### src/rtl/bullet_stepper.sv
// rtl/bullet_stepper.sv - moves one bullet per rising edge of the divided bullet clock level.
// Optional BULLET_WRAP_EN: playfield edges wrap each axis instead of retiring the bullet.
module bullet_stepper #(
  parameter int X_MAX   = 640,
  parameter int Y_MAX   = 480,
  parameter int COORD_W = 10,
  parameter int STEP    = 4
) (
  input  logic               clk_in,
  input  logic               reset,
  input  logic               tick_in,
  input  logic               fire,
  input  logic [COORD_W-1:0] fire_x,
  input  logic [COORD_W-1:0] fire_y,
  input  logic [2:0]         fire_dir,
  input  logic               hit,
  output logic               active,
  output logic [COORD_W-1:0] bullet_x,
  output logic [COORD_W-1:0] bullet_y,
  output logic               done
);

  localparam int SW = COORD_W + 2;
  localparam logic signed [SW-1:0] STEP_P = SW'(STEP);
  localparam logic signed [SW-1:0] STEP_N = -STEP_P;
  localparam logic signed [SW-1:0] X_LIM  = SW'(X_MAX);
  localparam logic signed [SW-1:0] Y_LIM  = SW'(Y_MAX);

  typedef enum logic [1:0] {IDLE, FLY, DONE} state_t;

  state_t               state, state_next;
  logic [COORD_W-1:0]   bx, by, x_next, y_next;
  logic [2:0]           dir, dir_next;
  logic                 tick_prev;
  logic                 step_en;
  logic signed [SW-1:0] dx_s, dy_s, nx, ny, nx_fit, ny_fit;
  logic                 x_low, x_high, y_low, y_high, out_of_field;

  // The divided clock is only ever sampled as data; a step fires on its rising edge.
  assign step_en = tick_in & ~tick_prev;

  always_comb begin
    dx_s = '0;
    dy_s = '0;
    case (dir)
      3'd0: begin dx_s = STEP_P; dy_s = '0;     end
      3'd1: begin dx_s = STEP_P; dy_s = STEP_N; end
      3'd2: begin dx_s = '0;     dy_s = STEP_N; end
      3'd3: begin dx_s = STEP_N; dy_s = STEP_N; end
      3'd4: begin dx_s = STEP_N; dy_s = '0;     end
      3'd5: begin dx_s = STEP_N; dy_s = STEP_P; end
      3'd6: begin dx_s = '0;     dy_s = STEP_P; end
      default: begin dx_s = STEP_P; dy_s = STEP_P; end
    endcase
  end

  assign nx     = $signed({2'b00, bx}) + dx_s;
  assign ny     = $signed({2'b00, by}) + dy_s;
  assign x_low  = nx < 0;
  assign x_high = nx >= X_LIM;
  assign y_low  = ny < 0;
  assign y_high = ny >= Y_LIM;

`ifdef BULLET_WRAP_EN
  assign nx_fit       = x_low ? nx + X_LIM : (x_high ? nx - X_LIM : nx);
  assign ny_fit       = y_low ? ny + Y_LIM : (y_high ? ny - Y_LIM : ny);
  assign out_of_field = 1'b0;
`else
  assign nx_fit       = nx;
  assign ny_fit       = ny;
  assign out_of_field = x_low | x_high | y_low | y_high;
`endif

  always_ff @(posedge clk_in) begin
    if (reset) begin
      state     <= IDLE;
      bx        <= '0;
      by        <= '0;
      dir       <= '0;
      tick_prev <= 1'b1;
    end else begin
      state     <= state_next;
      bx        <= x_next;
      by        <= y_next;
      dir       <= dir_next;
      tick_prev <= tick_in;
    end
  end

  always_comb begin
    state_next = state;
    x_next     = bx;
    y_next     = by;
    dir_next   = dir;
    case (state)
      IDLE: begin
        if (fire) begin
          x_next     = fire_x;
          y_next     = fire_y;
          dir_next   = fire_dir;
          state_next = FLY;
        end
      end
      FLY: begin
        if (hit) begin
          state_next = DONE;
        end else if (step_en) begin
          if (out_of_field) begin
            state_next = DONE;
          end else begin
            x_next = nx_fit[COORD_W-1:0];
            y_next = ny_fit[COORD_W-1:0];
          end
        end
      end
      DONE:    state_next = IDLE;
      default: state_next = IDLE;
    endcase
  end

  assign active   = (state == FLY);
  assign done     = (state == DONE);
  assign bullet_x = bx;
  assign bullet_y = by;

endmodule
### config.mk
export PLATFORM = sky130hd
export DESIGN_NAME = bullet_stepper
export DESIGN_NICKNAME = d
export VERILOG_FILES = /design/src/rtl/bullet_stepper.sv
export SDC_FILE = /design/constraint.sdc
export NUM_CORES = 1
export LEC_CHECK = 0
export ABC_AREA = 1
export CORE_ASPECT_RATIO = 1.25
export CORE_UTILIZATION = 51
export DETAILED_ROUTE_END_ITERATION = 8
export GPL_ROUTABILITY_DRIVEN = 0
export PLACE_DENSITY = 0.85
export SLEW_MARGIN = 0
export SYNTH_ARGS = -nofsm -noshare
export SYNTH_HDL_FRONTEND = slang
export SYNTH_SLANG_ARGS = --single-unit
### constraint.sdc
create_clock -name clk_in -period 3 [get_ports clk_in]
set_clock_uncertainty 0.1 [all_clocks]
set_input_delay 0.3 -clock clk_in [delete_from_list [all_inputs] [get_ports clk_in]]
set_output_delay 0.3 -clock clk_in [all_outputs]
set_load 0.01 [all_outputs]
# Yosys cells after proc, flatten, opt, wreduce, memory -nomap -nowiden
# Index checks and enable logic that the tools add are counted.
# W data, S select, Z words.
[op_classes]
addsub = 2
multipliers = 0
n_div = 0
magnitude_cmp = 4
eq_ne = 14
n_shift = 0
muxes = 17
bitwise = 5
n_reduce_logical = 10
[ops]
columns = ["cell", "count"]
rows = [
  ["$mux W10", 8],
  ["$pmux W12 S2", 2],
  ["$pmux W10 S2", 2],
  ["$add A11 B12 Y12", 2],
  ["$lt A12 B1 Y1 const B", 2],
  ["$ge A12 B10 Y1 const B", 1],
  ["$ge A12 B11 Y1 const B", 1],
  ["$eq A3 B3 Y1 const B", 3],
  ["$mux W2", 4],
  ["$eq A3 B2 Y1 const B", 2],
  ["$ne A2 B2 Y1 const B", 3],
  ["$ne A3 B2 Y1 const B", 2],
  ["$reduce_or A3 Y1", 2],
  ["$reduce_and A5 Y1", 1],
  ["$pmux W2 S2", 1],
  ["$reduce_or A2 Y1", 2],
  ["$eq A3 B1 Y1 const B", 1],
  ["$logic_not A3 Y1", 1],
  ["$or A1 B1 Y1", 3],
  ["$reduce_and A3 Y1", 1],
  ["$eq A2 B1 Y1 const B", 1],
  ["$eq A2 B2 Y1 const B", 1],
  ["$logic_not A2 Y1", 1],
  ["$ne A2 B1 Y1 const B", 1],
  ["other kinds (4)", 4],
]
[word_totals]
ff_bits = 26
latch_bits = 0
ram_bits = 0
romBits = 0
inputBits = 28
out_inout_bits = 22
wordCells = 57
mem_count = 0

# Longest topological paths before layout
[depth]
depth_word = 12
depth_mapped = 21
depth_no_buf = 21

# Worst setup path after synthesis
# OpenSTA, ideal clock, no wires.
[synth_timing]
path_kind = "register to register"
start = "reg dir[1]"
end = "reg bx[2], in the netlist bullet_x[2]"
setup_time_ns = 0.115
arrival_time_ns = 2.349
required_time_ns = 2.785
slack_ns = 0.436
path_stages_with_launch = 19
path_buffers = 1
synth_period_minus_slack_ns = 2.564
cell_sequence = "dfxtp_1 -> inv_2 -> nand2_2 -> ha_1 -> inv_1 -> fa_1 -> inv_1 -> nand3_1 -> o21ai_0 -> nand2_1 -> nand3_1 -> nor2_1 -> a21oi_2 -> nand4_4 -> nand2_4 -> buf_6 -> nand4_1 -> nand2_1 -> nor2_1"
[synth_between]
elab_chain_cells = 10
word_cells_on_any_way = 28
classes_between = "2 x add/sub; 4 x order compare; 7 x eq/ne; 6 x mux; 3 x bitwise; 6 x reduce/logical"
[synth_rtl]
columns = ["item", "line", "rtl"]
rows = [
  ["start: declaration", "33", "logic [2:0] dir, dir_next;"],
  ["start signal: assignment", "85", "dir <= dir_next;"],
  ["$eq A3 B3 Y1 / $eq A3 B2 Y1 (equally long branches)", "45", "case (dir)"],
  ["$reduce_or A3 Y1 (no line) / $reduce_or A2 Y1 (equally long branches)", "n/a", ""],
  ["$pmux W12 S2", "45", ""],
  ["$add A11 B12 Y12", "57", "assign nx = $signed({2'b00, bx}) + dx_s;"],
  ["$lt A12 B1 Y1 / $ge A12 B11 Y1 (equally long branches)", "59, 60", ""],
  ["$or A1 B1 Y1 (3 in series)", "71", "assign out_of_field = x_low | x_high | y_low | y_high;"],
  ["$ne A2 B2 Y1 (no line)", "n/a", ""],
  ["$reduce_and A5 Y1 (no line)", "n/a", ""],
  ["end signal: assignment", "83", "bx <= x_next;"],
  ["end: declaration", "32", "logic [COORD_W-1:0] bx, by, x_next, y_next;"],
]
# Several ways; a longest one is shown, not always the timed one. The select of a mux whose other input is x is not followed.
# A chain may end at the register's enable or synchronous reset.

# Worst setup path in the final report
[layout_timing]
start = "reg dir[0]"
end = "reg bx[3], in the netlist bullet_x[3]"
# The elaborated chain is that of the path after synthesis.

==> metrics.md <==
| Metric | Value |
|---|---|
| Required time of the critical path | `about 3.1 ns` |
| CP top delay family | `simple AND/OR/NAND/NOR gates` |
| Worst r2r path cells | `18` |
| Vias in the first global route | `around 2,400` |
| Fin util | `a little over two thirds` |
| Max-Cap Viols | `0` |
| Netlist cell types | `33` |
| Hold EP | `bullet_y[0]` |
| Worst Setup End Kind | `flip-flop` |
| Fmax | `0.3691 GHz` |
| Cell Pwr Density | `approximately 500 nW/um2` |
| Total CTS buffers | `3` |
| Final hold violation count | `0` |
| CP Class | `flip-flop to flip-flop` |
| Clock insertion delay at the later pin of the skew report | `between 0.2 and 0.3 ns` |
| Full die area | `roughly 4600 um2` |
| Yosys reg bits | `26` |
| Top post-synthesis cells by count | `nand2_1 (110), inv_1 (50), nor2_1 (43)` |
| Worst r2r src | `dir[0]` |
| Synthesis-to-finish area growth | `29.71%` |
| Final min period | `2.709 ns` |
| Yosys Warn Count | `0` |
| WL/cell | `12.76 um` |
| DP Wirelength | `about 4600 um` |
| Boundary pin count | `50` |
| Crit-path cells | `inv_1 -> nand2_2 -> ha_2 -> inv_1 -> fa_2 -> inv_1 -> nand3_1 -> o21ai_1 -> nand2_1 -> nand3_1 -> nor2_1 -> a21oi_2 -> nand4_4 -> nand2_8 -> nand3_4 -> nand2_1 -> nand2_1 -> nor2_1` |
| Die Y | `75.76 um` |
| Outcome | `completed` |
| Drt initial violations | `between 100 and 150` |
| Setup bufs post-CTS | `0` |
| Worst path buffer plus inverter count | `3` |
| Sequential area share after synthesis | `between 20% and 30%` |
| Chip width | `just over 60 um` |
| Share of the synthesized area in the top cell type | `23.45%` |
| Crit path DAT | `approximately 2.8 ns` |
| Area leader, netlist | `dfxtp_1` |
| Total Nets Final | `around 450` |
| Worst-case clock buffer depth | `2` |
| Rel. slew slack | `52.13%` |
| Pins Over Slew Limit | `0` |
| Pin count of the biggest net entering global routing | `28` |
| First-pass GRT wire length | `just under 10,000 um` |
| GRT Total Usage | `roughly 28%` |
| Peak supply drop | `about 0.00025 V` |
| R2r setup slk | `roughly 0.29 ns` |
| FILL cells | `approximately 380` |
| Std cell rows | `26` |
| Residual DRC | `0` |
| DRT Wirelength | `6073 um` |
| Grt total ovfl | `0` |
| Cell with the most instances after synthesis | `nand2_1` |
| Core Box Area | `4131 um2` |
| Synth Cell Area | `2220 um2` |
| Crit Path Max Fanout | `7` |
| Worst r2r dst | `bullet_x[3]` |
| Net Count, Synth | `just over 400` |
| Initial Util | `around 54%` |
| Proportion of layout cells with a drive suffix above 1 | `10.00%` |
| Worst path slowest cell | `dfxtp_4` |
| Metal2 WL | `roughly 3100 um` |
| Hold path depth | `2` |
| Syn Area/Cell | `about 6.0 um2` |
| Register area | `531.8 um2` |
| Routed vias/inst | `about 5.4` |
| Critical path launch point type | `flip-flop` |
| I/O Buffers | `49` |
| Area occupied by multi-input gates | `approximately 1500 um2` |
| Mapped Cells | `~370` |
| CTS tree | `done` |
| Final worst path period share | `90.31%` |
| Worst-margin pin slew | `between 0.7 and 0.8 ns` |
| CTS Root Cell | `clkbuf_8` |
| Initial antenna violation count | `0` |
| Number of synthesized flops with an enable pin | `0` |
| Hold path start | `bullet_y[0]` |
| Met3 wire length | `~330 um` |
| Synth Flop Type | `dfxtp_1` |
| Post-synth ARST share | `0%` |
| Final setup viols | `0` |
| Max layer used | `met4` |
| Stages on worst setup path | `18` |
| CP max stage delay | `around 0.38 ns` |
| Htree depth | `1` |
| Detail Route Antenna Nets | `0` |
| Met1 wire length | `about 2600 um` |
| DRT Pass-1 Iters | `4` |
| Ant. Diodes | `0` |
| Leak | `between 1 and 1.5 nW` |
| Fin Hold WS | `~0.40 ns` |
| CTS clk-pin slew, worst paths | `0.09 ns` |
| Via Count | `2,560` |
| CTS sink cnt | `26` |
| Tightest Hold Check Type | `flip-flop to flip-flop` |
| Area contributors post-synth | `dfxtp_1 (23%), nand2_1 (19%), inv_1 (8.5%)` |
cells by family after synthesis:
group | Yosys count | synth area share, %
xor+xnor | 3 | 1.184
simple gates | 217 | 44.59
mux | 2 | 0.9020
fa+ha+maj | 5 | 3.157
flops | 26 | 23.45
buf+inv | 67 | 12.46
compound gates | 52 | 14.26
worst reg2reg max path, cell delays in order (launching register included):
cell and delay [ns]:
dfxtp_4 0.38, inv_1 0.08, nand2_2 0.10, ha_2 0.20, inv_1 0.06, fa_2 0.35
inv_1 0.08, nand3_1 0.09, o21ai_1 0.13, nand2_1 0.08, nand3_1 0.07, nor2_1 0.06
a21oi_2 0.18, nand4_4 0.21, nand2_8 0.16, nand3_4 0.10, nand2_1 0.08, nand2_1 0.05
nor2_1 0.10
where the power goes:
part,total [mW],internal (mW),leakage [nW],switching (mW)
logic,0.709,0.294,1.17,0.415
clock network,0.296,0.179,0.0357,0.117
registers,0.446,0.390,0.217,0.0562
placed cells by master, fill, tap and decap left out, types with 3 or more instances in the layout:
master	n
inv_1	50
ha_1	3
nand2_2	7
inv_2	3
nand4_1	15
buf_4	6
xor2_1	3
dfxtp_4	3
a21oi_1	9
o21ai_0	18
nand2_1	109
nand2_4	5
a31oi_1	13
nand3_1	28
clkbuf_8	3
nor2_1	43
dfxtp_1	23
a41oi_1	3
clkdlybuf4s50_1	49
stage by stage:
step           cells  power, mW  setup TNS [ns]  setup WS [ns]  instance area [um2]
2_1_floorplan    372     0.9182               0         0.4356                 2220
3_3_place_gp     470      1.111               0         0.2316                 2755
5_1_grt          476      1.556       -0.007205      -0.007205                 2879
3_5_place_dp     470      1.128               0         0.1088                 2755
4_1_cts          474      1.417               0        0.06750                 2826
6_report         476      1.451               0         0.2908                 2879
per-layer routing:
layer,vias to the layer above,global-route usage (%)
li1,1307,-
met1,1159,33.82
met2,86,51.89
met3,8,2.716
met4,0,8.838
met5,-,0
what timing repair did:
action,4_1_cts,5_1_grt
resized for setup,0,12
endpoints found under the setup margin,0,17
hold buffers,0,0
registers in the layout, summed over array words and instances, names as in the netlist:
| signal | cells |
|---|---|
| dir | 3 |
| bullet_y | 10 |
| bullet_x | 10 |
| tick_prev | 1 |
| state | 2 |
layout make-up:
type,count,area share (%)
Inverter,54,7.127
Tap cell,56,2.434
Clock inverter,1,1.043
Clock buffer,3,1.434
Multi-Input combinational cell,281,50.89
Sequential cell,26,18.47
Timing Repair Buffer,55,18.60
worst max-delay path by stage:
stage          startpoint     endpoint  slack (ns)
6_report           dir[0]  bullet_x[3]        0.29
5_1_grt            dir[0]  bullet_y[4]      -0.007
2_1_floorplan      dir[1]  bullet_x[2]        0.44
3_3_place_gp       dir[1]  bullet_y[4]        0.23
3_5_place_dp       dir[1]  bullet_y[2]        0.11
4_1_cts            dir[1]  bullet_x[3]        0.07
Note: power is estimated with default switching activity, not from simulation.
